### src/rtl/switch_debouncer.sv
// Two-flop synchroniser plus a four-state qualification FSM that turns a
// bouncing switch level into a clean level with one-cycle rise/fall strobes.
//
// Ports:
//   clock    in  system clock, rising edge
//   reset    in  asynchronous, active-high
//   dataIn   in  raw asynchronous switch level
//   dataOut  out debounced level, registered
//   riseOut  out one-cycle strobe on the first cycle dataOut is 1
//   fallOut  out one-cycle strobe on the first cycle dataOut is 0 after 1
module switch_debouncer #(
    parameter int STABLE_CYCLES = 50000,
    parameter int CNT_WIDTH     = 16
) (
    input  logic clock,
    input  logic reset,
    input  logic dataIn,
    output logic dataOut,
    output logic riseOut,
    output logic fallOut
);

    typedef enum logic [1:0] {
        LOW       = 2'b00,
        WAIT_HIGH = 2'b01,
        HIGH      = 2'b10,
        WAIT_LOW  = 2'b11
    } state_t;

    // Count value reached after STABLE_CYCLES samples past the wait entry.
    localparam logic [CNT_WIDTH-1:0] LAST = CNT_WIDTH'(STABLE_CYCLES - 1);

    logic                 sync1;
    logic                 sync2;
    logic                 synced;
    state_t               state;
    state_t               next_state;
    logic [CNT_WIDTH-1:0] count;
    logic [CNT_WIDTH-1:0] next_count;
    logic                 data_next;
    logic                 rise_next;
    logic                 fall_next;

    assign synced = sync2;

    // Synchroniser: plain flop chain, nothing in between.
    always_ff @(posedge clock or posedge reset) begin
        if (reset) begin
            sync1 <= 1'b0;
            sync2 <= 1'b0;
        end else begin
            sync1 <= dataIn;
            sync2 <= sync1;
        end
    end

    // State, counter and registered outputs.
    always_ff @(posedge clock or posedge reset) begin
        if (reset) begin
            state   <= LOW;
            count   <= '0;
            dataOut <= 1'b0;
            riseOut <= 1'b0;
            fallOut <= 1'b0;
        end else begin
            state   <= next_state;
            count   <= next_count;
            dataOut <= data_next;
            riseOut <= rise_next;
            fallOut <= fall_next;
        end
    end

    // Next state and counter.
    always_comb begin
        next_state = state;
        next_count = count;
        case (state)
            LOW: begin
                if (synced) begin
                    next_state = WAIT_HIGH;
                    next_count = '0;
                end
            end
            WAIT_HIGH: begin
                if (!synced) begin
                    next_state = LOW;
                    next_count = '0;
                end else if (count == LAST) begin
                    next_state = HIGH;
                end else begin
                    next_count = count + CNT_WIDTH'(1);
                end
            end
            HIGH: begin
                if (!synced) begin
                    next_state = WAIT_LOW;
                    next_count = '0;
                end
            end
            WAIT_LOW: begin
                if (synced) begin
                    next_state = HIGH;
                    next_count = '0;
                end else if (count == LAST) begin
                    next_state = LOW;
                end else begin
                    next_count = count + CNT_WIDTH'(1);
                end
            end
            default: begin
                next_state = LOW;
                next_count = '0;
            end
        endcase
    end

    // Output values loaded together with the next state, so the strobes
    // land in the first cycle the new level is visible.
    always_comb begin
        data_next = (next_state == HIGH) || (next_state == WAIT_LOW);
        rise_next = (state == WAIT_HIGH) && (next_state == HIGH);
        fall_next = (state == WAIT_LOW) && (next_state == LOW);
    end

endmodule

### config.mk
export PLATFORM = sky130hd
export DESIGN_NAME = switch_debouncer
export DESIGN_NICKNAME = d
export VERILOG_FILES = /design/src/rtl/switch_debouncer.sv
export SDC_FILE = /design/constraint.sdc
export NUM_CORES = 1
export LEC_CHECK = 0
export CAP_MARGIN = 20
export CORE_MARGIN = 2
export CORE_UTILIZATION = 35
export DETAILED_ROUTE_END_ITERATION = 10
export GPL_TIMING_DRIVEN = 0
export SLEW_MARGIN = 25
export SYNTH_ARGS = -nofsm -noshare
export SYNTH_HDL_FRONTEND = slang
export SYNTH_SLANG_ARGS = --single-unit
### constraint.sdc
create_clock -name clock -period 2.26 [get_ports clock]
set_input_delay 0.452 -clock clock [delete_from_list [all_inputs] [get_ports clock]]
set_output_delay 0.452 -clock clock [all_outputs]
set_load 0.02 [all_outputs]
==> summary.md <==
| Metric | Value |
|---|---|
| Synth Instances | 116 |
| HP Start | sync1 |
| CTS Buf Count | 3 |
| # port buffers | 5 |
| Slowest-stage cell, CP | or4_4 |
| Final setup vio count | 0 |
| Fmax achieved | 0.483 GHz |
| Net Count, Synth | 120 |
| Number of remaining DRC errors | 0 |
| Dpl hpwl | 1.57 mm |
| Crit path cell chain | clkbuf_1 > nand4_1 > or4_4 > or4_1 > nand2_1 |
| Commonest non-fill, non-tap cell in the layout | dfrtp_1 |
| Setup_tns | 0 ps |
| GRT Util Overall | 14.4% |
| Synthesized flop and latch total | 23 |
| Mean routed wirelength per cell | 13.1 um |
| Slew Limit Headroom | 41.3% |
| Pin count of the biggest net entering global routing | 24 |
| Via-to-Cell Ratio | 5.28 |
| Area leader, netlist | dfrtp_1 |
| PostCTS Resize Cnt | 0 |
| Unrepaired setup endpoints after global routing | no |
| Worst Skew | 11.8 ps |
| Netlist Area Pre-Place | 1170 um^2 |
| Worst-path clk slew | 140 ps |
| Status | complete, no violations |
| Hold_buf cts | 0 |
| Core Util, Final | 40.5% |
| Leak pwr | 0.535 nW |
| Die area | 3820 um^2 |
| Slew of the pin with the lowest slew margin | 879 ps |
| PD cells | 497 nW/um^2 |
| VDD IR max | 0.347 mV |
| GRT Residual Overflow | 0 |
| Chip Width | 61.8 um |
| Max-cap violations | 0 |
| Tcrit/Tclk final | 91.5% |
| Most common flop cell mapped by yosys | dfrtp_1 |
| Core area | 3280 um^2 |
| Synth area leaders | dfrtp_1 49%, xnor2_1 5.2%, nand2_1 4.5%, nand4_1 3.7%, nor2_1 3.2% |
| Post-CTS Setup Inserts | 0 |
| CTS tree | done |
| Worst endpoint data arrival time | 2320 ps |
| WP data required | 2510 ps |
| Crit end category | register |
| Initial Util | 35.7% |
| Worst Setup SP | count[4] |
| Area delta synth->final | 13.5% |
| Clock latency on the worst-skew pair | 310 ps |
| Detailed Route WL | 2.28 mm |
| Design area | 1330 um^2 |
| DR pass1 iterations | 4 |
| Most frequent cells in the layout | 23 x dfrtp_1, 14 x nand2_1, 10 x nor2_1, 7 x nand4_1, 7 x xnor2_1 |
| Number of flops mapped to enable cells by yosys | 0 |
| Asr flop ratio synth | 100% |
| Via count | 918 |
| Root Driver | clkbuf_4 |
| Fraction of layout cells with a size suffix above 1 | 8.59% |
| Final Hold Fails | 0 |
| Vias in the first global route | 869 |
| Htree depth | 1 |
| Post-layout min period | 2070 ps |
| DR iter-0 viols | 22 |
| Antenna violations before repair | 0 |
| Critical path launch point type | register |
| Reg-to-Reg Start | count[4] |
| CP delay by family, top | simple AND/OR/NAND/NOR gates |
| CP max stage delay | 580 ps |
| First-pass GRT wire length | 4.03 mm |
| Synth top area share | 49.1% |
| CTS Sinks | 23 |
| GPL Wtd Cong | 0.834 |
| # rows | 21 |
| Max Root-Sink Buffers | 2 |
| Die Y | 61.8 um |
| Crit path max fanout | 9 |
| Post-route ant nets | 0 |
| Antenna diodes | 0 |
| Nets | 133 |
| Yosys warns | 0 |
| Distinct cells, synth | 36 |
| WP buf/inv | 1 |
| Seq/Total Area, Yosys | 49.1% |
| Placed cell area | 1280 um^2 |
| IO Pins | 6 |
| Critical path type | reg -> reg |
| Worst hold-check path type | reg -> reg |
| Mapped Avg Cell Area | 10.1 um^2 |
| Max Slew Vio Count | 0 |
==> flip-flops by register name (all words and copies together), names as in the netlist <==
| register | cells |
|---|---|
| count | 16 |
| state | 2 |
| dataOut | 1 |
| fallOut | 1 |
| riseOut | 1 |
| sync1 | 1 |
| sync2 | 1 |
==> final cells by class <==
| cell class | instances | area, um^2 |
|---|---|---|
| multi-input cells | 88 | 577 |
| clock buffers | 3 | 22.5 |
| inverters | 2 | 7.51 |
| repair buffers | 8 | 72.6 |
| plain buffers | 3 | 11.3 |
| well taps | 46 | 57.6 |
| fillers | 323 | 1960 |
| clock inverters | 1 | 5.00 |
| flip-flops and latches | 23 | 576 |
==> routing by layer <==
layer  wire length, um  track usage [%]  vias to the layer above
li1                  -                -                      457
met1              1110             20.2                      449
met2              1090             22.4                       10
met3                56             1.86                        2
met4                22             6.38                        0
met5                 0                0                        -
==> report_power, final <==
part | leakage [nW] | internal (mW) | switching, mW
Combinational | 0.205 | 0.0134 | 0.0311
Clock | 0.0177 | 0.0661 | 0.126
Sequential | 0.313 | 0.417 | 0.00746
Total | 0.535 | 0.497 | 0.164
==> logic make-up (layout without fill, tap and decap cells) <==
group                    count (synthesis)  in the layout  share of synthesized area, %
AO/OA/AOI/OAI                           16             16                          9.08
XOR/XNOR                                10             10                          7.48
adder cells (fa/ha/maj)                  1              1                          1.07
buffers and inverters                    5             17                          1.60
flip-flops                              23             23                          49.1
multiplexers                             4              4                          3.63
AND/OR/NAND/NOR                         57             57                          28.0
==> cells in the mapped netlist (2+ instances only) <==
cell      instances
xnor2_1           7
a211oi_1          2
nor3b_1           2
nand3_1           6
mux2i_1           2
o22ai_1           2
clkbuf_1          2
mux2_1            2
or4_1             4
nor2_1           10
nand4_1           7
inv_1             2
nor4_1            2
nand2_1          14
nor3_1            2
dfrtp_1          23
xor2_1            3
o211ai_1          3
o21ai_0           4
==> worst reg2reg max path, delay by kind of cell, from the launching register on <==
kind / cells / cell delay [ps]
simple gates: 4 / 1410
flops: 1 / 340
buf+inv: 1 / 270
==> metrics by stage <==
step	instances	setup slack, ps	power (mW)	hold WS, ps
final	174	192	0.661	374
after detailed placement	167	155	0.478	345
after global routing	174	77.9	0.696	390
after floorplan	116	324	0.463	331
after global placement	167	170	0.476	334
after CTS	171	123	0.668	376
==> worst paths after layout <==
check,to,slack (ps),depth (start not counted)
max in group asynchronous,count[14],1110,2
min in group asynchronous,sync2,600,2
hold / removal,sync2,370,0
setup reg to reg,count[13],190,5
hold reg to reg,sync2,370,0
setup / recovery,count[13],190,5
No activity file was read; power rests on OpenSTA's default activity.
